$ cat src/rtl/home_event_scheduler_if.sv
// Request/grant bundle for the home event scheduler.
// Requests are level-sensitive with no handshake; grants are registered levels that stay valid while held.
interface home_event_scheduler_if;
    logic       SFD;
    logic       SRD;
    logic       SFA;
    logic       SW;
    logic       ST;
    logic [5:0] temperature;
    logic [2:0] A;
    logic [5:0] grant;
    logic       grant_valid;
    logic [7:0] switch_count;
    logic [1:0] dbg_state;

    modport master (
        output SFD, SRD, SFA, SW, ST, temperature,
        input  A, grant, grant_valid, switch_count, dbg_state
    );

    modport slave (
        input  SFD, SRD, SFA, SW, ST, temperature,
        output A, grant, grant_valid, switch_count, dbg_state
    );
endinterface

$ cat src/rtl/home_event_scheduler.sv
// Round-robin actuator scheduler with min/max hold and a one-cycle break-before-make gap.
// Optional macro ALARM_PREEMPT_EN lets a fire-alarm request cut any other grant short.
module home_event_scheduler #(
    parameter int unsigned MIN_HOLD = 4,
    parameter int unsigned MAX_HOLD = 16
) (
    input logic                   clk,
    input logic                   reset,
    home_event_scheduler_if.slave bus
);
    typedef enum logic [1:0] {
        IDLE = 2'd0,
        HOLD = 2'd1,
        GAP  = 2'd2
    } state_t;

    localparam logic [7:0] MIN_H = 8'(MIN_HOLD);
    localparam logic [7:0] MAX_H = 8'(MAX_HOLD);

    state_t     state_q, state_d;
    logic [5:0] req_q, req_d;
    logic [2:0] idx_q, idx_d;
    logic [2:0] rr_ptr_q, rr_ptr_d;
    logic [7:0] hold_cnt_q, hold_cnt_d;
    logic [7:0] switch_count_q, switch_count_d;
    logic [2:0] a_q, a_d;
    logic [5:0] grant_q, grant_d;
    logic       grant_valid_q, grant_valid_d;
`ifdef ALARM_PREEMPT_EN
    logic       preempt_q, preempt_d;
`endif

    logic [2:0] rr_sel;
    logic       rr_found;
    logic [3:0] pos;
    logic [5:0] others;
    logic       normal_exit;
    logic       enter_hold;
    logic [2:0] sel;

    // First pending request at or after rr_ptr, wrapping 5 -> 0.
    always_comb begin
        rr_sel   = 3'd0;
        rr_found = 1'b0;
        pos      = 4'd0;
        for (int k = 0; k < 6; k++) begin
            pos = 4'(rr_ptr_q) + 4'(k);
            if (pos >= 4'd6) pos = pos - 4'd6;
            if (!rr_found && req_q[pos[2:0]]) begin
                rr_found = 1'b1;
                rr_sel   = pos[2:0];
            end
        end
    end

    always_comb begin
        req_d = {bus.ST & (bus.temperature > 6'd30),
                 bus.ST & (bus.temperature < 6'd16),
                 bus.SW, bus.SFA, bus.SRD, bus.SFD};
        state_d        = state_q;
        idx_d          = idx_q;
        rr_ptr_d       = rr_ptr_q;
        hold_cnt_d     = hold_cnt_q;
        switch_count_d = switch_count_q;
        enter_hold     = 1'b0;
        sel            = rr_sel;
        others         = req_q & ~(6'b000001 << idx_q);
        normal_exit    = ((hold_cnt_q >= MIN_H) && !req_q[idx_q]) ||
                         ((hold_cnt_q == MAX_H) && (others != 6'd0));
`ifdef ALARM_PREEMPT_EN
        preempt_d = 1'b0;
`endif
        case (state_q)
            IDLE: begin
                if (rr_found) enter_hold = 1'b1;
            end
            HOLD: begin
                if (hold_cnt_q != MAX_H) hold_cnt_d = hold_cnt_q + 8'd1;
                if (normal_exit) begin
                    state_d  = GAP;
                    rr_ptr_d = (idx_q == 3'd5) ? 3'd0 : idx_q + 3'd1;
                end
`ifdef ALARM_PREEMPT_EN
                // Preemption leaves the round-robin pointer untouched.
                if (req_q[2] && idx_q != 3'd2) begin
                    state_d   = GAP;
                    preempt_d = 1'b1;
                    rr_ptr_d  = rr_ptr_q;
                end
`endif
            end
            GAP: begin
`ifdef ALARM_PREEMPT_EN
                if (preempt_q && req_q[2]) sel = 3'd2;
`endif
                if (rr_found) enter_hold = 1'b1;
                else          state_d    = IDLE;
            end
            default: state_d = IDLE;
        endcase

        if (enter_hold) begin
            state_d        = HOLD;
            idx_d          = sel;
            hold_cnt_d     = 8'd1;
            switch_count_d = switch_count_q + 8'd1;
        end

        a_d           = (state_d == HOLD) ? idx_d + 3'd1 : 3'd0;
        grant_d       = (state_d == HOLD) ? (6'b000001 << idx_d) : 6'd0;
        grant_valid_d = (state_d == HOLD);
    end

    always_ff @(posedge clk) begin
        if (reset) begin
            state_q        <= IDLE;
            req_q          <= 6'd0;
            idx_q          <= 3'd0;
            rr_ptr_q       <= 3'd0;
            hold_cnt_q     <= 8'd0;
            switch_count_q <= 8'd0;
            a_q            <= 3'd0;
            grant_q        <= 6'd0;
            grant_valid_q  <= 1'b0;
`ifdef ALARM_PREEMPT_EN
            preempt_q      <= 1'b0;
`endif
        end else begin
            state_q        <= state_d;
            req_q          <= req_d;
            idx_q          <= idx_d;
            rr_ptr_q       <= rr_ptr_d;
            hold_cnt_q     <= hold_cnt_d;
            switch_count_q <= switch_count_d;
            a_q            <= a_d;
            grant_q        <= grant_d;
            grant_valid_q  <= grant_valid_d;
`ifdef ALARM_PREEMPT_EN
            preempt_q      <= preempt_d;
`endif
        end
    end

    assign bus.A            = a_q;
    assign bus.grant        = grant_q;
    assign bus.grant_valid  = grant_valid_q;
    assign bus.switch_count = switch_count_q;
    assign bus.dbg_state    = state_q;
endmodule

$ cat src/flat_wrapper.sv
// flat-port wrapper written by rule: the top's interface ports become plain ports
module home_event_scheduler_flat 
#(
    parameter int unsigned MIN_HOLD = 4,
    parameter int unsigned MAX_HOLD = 16
)
  (clk, reset, bus_SFD, bus_SRD, bus_SFA, bus_SW, bus_ST, bus_temperature, bus_A, bus_grant, bus_grant_valid, bus_switch_count, bus_dbg_state);
  home_event_scheduler_if bus_i ();
  input logic clk;
  input logic reset;
  input wire logic [$bits(bus_i.SFD)-1:0] bus_SFD;
  input wire logic [$bits(bus_i.SRD)-1:0] bus_SRD;
  input wire logic [$bits(bus_i.SFA)-1:0] bus_SFA;
  input wire logic [$bits(bus_i.SW)-1:0] bus_SW;
  input wire logic [$bits(bus_i.ST)-1:0] bus_ST;
  input wire logic [$bits(bus_i.temperature)-1:0] bus_temperature;
  output wire logic [$bits(bus_i.A)-1:0] bus_A;
  output wire logic [$bits(bus_i.grant)-1:0] bus_grant;
  output wire logic [$bits(bus_i.grant_valid)-1:0] bus_grant_valid;
  output wire logic [$bits(bus_i.switch_count)-1:0] bus_switch_count;
  output wire logic [$bits(bus_i.dbg_state)-1:0] bus_dbg_state;
  assign bus_i.SFD = bus_SFD;
  assign bus_i.SRD = bus_SRD;
  assign bus_i.SFA = bus_SFA;
  assign bus_i.SW = bus_SW;
  assign bus_i.ST = bus_ST;
  assign bus_i.temperature = bus_temperature;
  assign bus_A = bus_i.A;
  assign bus_grant = bus_i.grant;
  assign bus_grant_valid = bus_i.grant_valid;
  assign bus_switch_count = bus_i.switch_count;
  assign bus_dbg_state = bus_i.dbg_state;
  home_event_scheduler #(.MIN_HOLD(MIN_HOLD), .MAX_HOLD(MAX_HOLD)) u_core (.clk(clk), .reset(reset), .bus(bus_i));
endmodule
$ cat config.mk
export PLATFORM = sky130hd
export DESIGN_NAME = home_event_scheduler_flat
export DESIGN_NICKNAME = d
export VERILOG_FILES = /design/src/rtl/home_event_scheduler_if.sv /design/src/rtl/home_event_scheduler.sv /design/src/flat_wrapper.sv
export SDC_FILE = /design/constraint.sdc
export NUM_CORES = 1
export LEC_CHECK = 0
export ABC_AREA = 1
export CORE_MARGIN = 1
export CORE_UTILIZATION = 56
export DETAILED_ROUTE_END_ITERATION = 10
export GPL_TIMING_DRIVEN = 0
export PLACE_DENSITY = 0.91
export SKIP_LAST_GASP = 1
export SLEW_MARGIN = 20
export SYNTH_ARGS = -nofsm -noshare
export SYNTH_HDL_FRONTEND = slang
export SYNTH_SLANG_ARGS = --single-unit
$ cat constraint.sdc
create_clock -name clk -period 3.9 [get_ports clk]
set_input_delay 0.78 -clock clk [delete_from_list [all_inputs] [get_ports clk]]
set_output_delay 0.78 -clock clk [all_outputs]
set_load 0.02 [all_outputs]
==> impl_metrics.env, run 1 <==
export IMPL_overflow=0
export IMPL_use_met3_pct=4.91
export IMPL_die_h_um=69.9
export IMPL_dp_hpwl_mm=4.37
export IMPL_final_area_um2=3070
export IMPL_crit_type="reg -> reg"
export IMPL_ctsHoldBuffers=0
export IMPL_diodes=0
export IMPL_min_period_ns=3.34
export IMPL_grt_max_degree=15
export IMPL_p_clk_share_pct=34.7
export IMPL_firstDrtPassIters=4
export IMPL_switching_power_mw=0.288
export IMPL_num_io_pins=33
export IMPL_track_usage_pct=25.5
export IMPL_cp_data_required_time_ns=4.15
export IMPL_setup_viol=0
export IMPL_end_kind="register"
export IMPL_top_usage_layer="met2"
export IMPL_critPathTopFamily="simple AND/OR/NAND/NOR gates"
export IMPL_dpl_worst_slack_ns=0.605
export IMPL_synth_cell_types=44
export IMPL_ys_seq_area_share_pct=31.0
export IMPL_core_um2=4380
export IMPL_final_core_util_pct=70.0
export IMPL_synth_cells=380
export IMPL_slowest_stage="ha_1"
export IMPL_ys_ff_latch=40
export IMPL_cts_resized=0
export IMPL_area_growth_pct=19.0
export IMPL_die_area_um2=4880
export IMPL_drtIter0Drc=148
export IMPL_rsz0062_at_grt="no"
export IMPL_cp_num_buf_inv=6
export IMPL_synth_top_area_cell="dfxtp_1"
export IMPL_use_met2_pct=46.9
export IMPL_syn_avg_cell_area_um2=6.79
export IMPL_cp_start_kind="register"
export IMPL_place_inst=463
export IMPL_max_freq_ghz=0.299
export IMPL_drive_above_1_share_pct=10.7
export IMPL_relSlewSlack_pct=70.3
export IMPL_comb_power_share_pct=20.4
export IMPL_mostFrequentLayoutCell="nand2_1"
export IMPL_p_leak_nw=1.40
export IMPL_swShare_pct=29.0
export IMPL_max_vdd_ir_drop_uv=282
export IMPL_power_total_mw=0.992
export IMPL_ys_warn_count=0
export IMPL_period_share_pct=85.8
export IMPL_antenna_found_initial=0
export IMPL_numCtsBuffers=5
export IMPL_wl_per_cell_um=12.2
export IMPL_viasPerCell=5.32
export IMPL_crit_arrival_ns=3.59
export IMPL_num_vias=2507
export IMPL_die_w_um=69.9
export IMPL_drc=0
export IMPL_grt_use_met1_pct=28.3
export IMPL_status="complete, no violations"
export IMPL_hold_viol_final=0
export IMPL_slew_viol_final=0
export IMPL_clock_skew_ns=0.0131
export IMPL_max_cap_violations=0
export IMPL_grt_first_pass_wirelength_mm=10.1
export IMPL_clk_pin_slew_ns=0.09
export IMPL_crit_fanout=10
export IMPL_synth_area_leaders="dfxtp_1, nand2_1, inv_1"
export IMPL_synth_fp_nets=408
export IMPL_postCtsSetupBuffers=0
export IMPL_crit_chain="buf_4, buf_6, inv_1, ha_1, inv_2, nand2_2, nand3_2, nand2_1, nand2_1, nand2_2, a21oi_2, nand2_2, nor2_4, nand4_2, nand2_4, buf_12, nand2_1, nand2_2, inv_1, ha_1, nand3b_1, nand2_1"
export IMPL_cts_path_max_buffers=2
export IMPL_cts_root_buf="clkbuf_8"
export IMPL_io_buffers=31
export IMPL_power_density_nw_per_um2=323
export IMPL_whs_ns=0.490
export IMPL_slowest_delay_ns=0.41
export IMPL_worstMarginPinSlew_ns=0.446
export IMPL_cts_sinks=40
export IMPL_seq_power_share_pct=44.9
export IMPL_finalSetupTns_ns=0
export IMPL_hold_class="reg -> reg"
export IMPL_cts_tree="built"
export IMPL_totalWireLength_mm=5.75
export IMPL_fin_ws_ns=0.556
export IMPL_initial_core_util_pct=58.8
export IMPL_nNetsFinal=446
export IMPL_ant_nets=0
export IMPL_placed_area_um2=2960
export IMPL_rows=24
export IMPL_power_internal_mw=0.704
export IMPL_netlist_area_um2=2580
export IMPL_final_cell_mix="nand2_1, inv_1, nor2_1, dfxtp_1, nand3_1"
export IMPL_htree_levels=2
export IMPL_grt_pass1_vias=2454
export IMPL_final_cells=471
export IMPL_gp_congestion=0.929
export IMPL_insertion_delay_ns=0.30
export IMPL_yosysTopAreaCellShare_pct=31.0
[power by group through the flow]
stage	clock network [mW]	registers (mW)	logic, mW
after CTS	0.348	0.445	0.202
after floorplan	0	0.469	0.118
final	0.344	0.445	0.202
after global placement	0	0.454	0.196
after detailed placement	0	0.454	0.200
after global routing	0.365	0.448	0.225
[cell families after synthesis]
kind of cell    share of synthesized area (%)
simple gates                             36.1
fa+ha+maj                                7.27
compound gates                           11.6
xor+xnor                                 2.38
buf+inv                                  11.5
flops                                    31.0
[cells in the mapped netlist (all sizes together)]
cell	instances
a211oi	2
nand2	86
inv	66
o21ai	23
nor3b	2
o31ai	1
o211ai	2
or2	3
dfxtp	40
nand3b	1
a31oi	2
a21oi	17
ha	15
and3	2
xor2	5
o21bai	1
clkbuf	1
o211a	1
buf	4
nor4	1
o21a	1
nand3	37
nor2	50
and2	1
clkinv	1
nand4	5
o22ai	1
xnor2	2
nor3	7
[flip-flops by register name, summed over array words and instances, names as in the netlist]
name,cells
u_core.hold_cnt_q,8
u_core.bus.grant_valid,1
u_core.bus.A,3
u_core.req_q,6
u_core.idx_q,3
u_core.rr_ptr_q,3
u_core.bus.dbg_state,2
u_core.bus.grant,6
u_core.bus.switch_count,8
[worst min-delay path: cells and delay by family (launching register included)]
kind	cells	cell delay, ns
DFF	1	0.34
buffers and inverters	1	0.06
AOI/OAI and AO/OA	1	0.05
[layer usage]
layer | wire length [um] | vias to the layer above
met5 | 0 | -
met4 | 160 | 0
met3 | 293 | 16
met2 | 2840 | 73
met1 | 2450 | 1134
li1 | - | 1284
[path summary, 6_finish.rpt]
| check | startpoint | to | slack [ns] | depth (start not counted) |
|---|---|---|---|---|
| min reg2reg | u_core.bus.switch_count[4] | u_core.bus.switch_count[4] | 0.49 | 2 |
| min | u_core.bus.switch_count[4] | u_core.bus.switch_count[4] | 0.49 | 2 |
| max reg2reg | u_core.rr_ptr_q[0] | u_core.bus.A[2] | 0.56 | 22 |
| max | u_core.rr_ptr_q[0] | u_core.bus.A[2] | 0.56 | 22 |
[final cells by class]
class / instances / area [um2]
Clock buffer: 5 / 68.8
Timing Repair Buffer: 31 / 310
Multi-Input combinational cell: 268 / 1480
Fill cell: 378 / 1310
Clock inverter: 3 / 46.3
Buffer: 5 / 46.3
Inverter: 67 / 251
Tap cell: 52 / 65.1
Sequential cell: 40 / 801
No activity file was read; power rests on OpenSTA's default activity.
==> run 2: changes to the inputs <==
--- a/config.mk
+++ b/config.mk
@@ -11,7 +11,6 @@
 export DETAILED_ROUTE_END_ITERATION = 10
 export GPL_TIMING_DRIVEN = 0
 export PLACE_DENSITY = 0.91
-export SKIP_LAST_GASP = 1
 export SLEW_MARGIN = 20
 export SYNTH_ARGS = -nofsm -noshare
 export SYNTH_HDL_FRONTEND = slang
==> results of run 2 <==
The final DEF is identical to that of run 1; final timing and power are the same.
==> run 3: changes to the inputs <==
==> constraint.sdc (replaced) <==
create_clock -name clk -period 3.9 [get_ports clk]
set_input_delay 1.17 -clock clk [delete_from_list [all_inputs] [get_ports clk]]
set_output_delay 1.17 -clock clk [all_outputs]
set_load 0.02 [all_outputs]
==> results of run 3 <==
The final DEF is identical to that of run 1; final timing and power are the same.
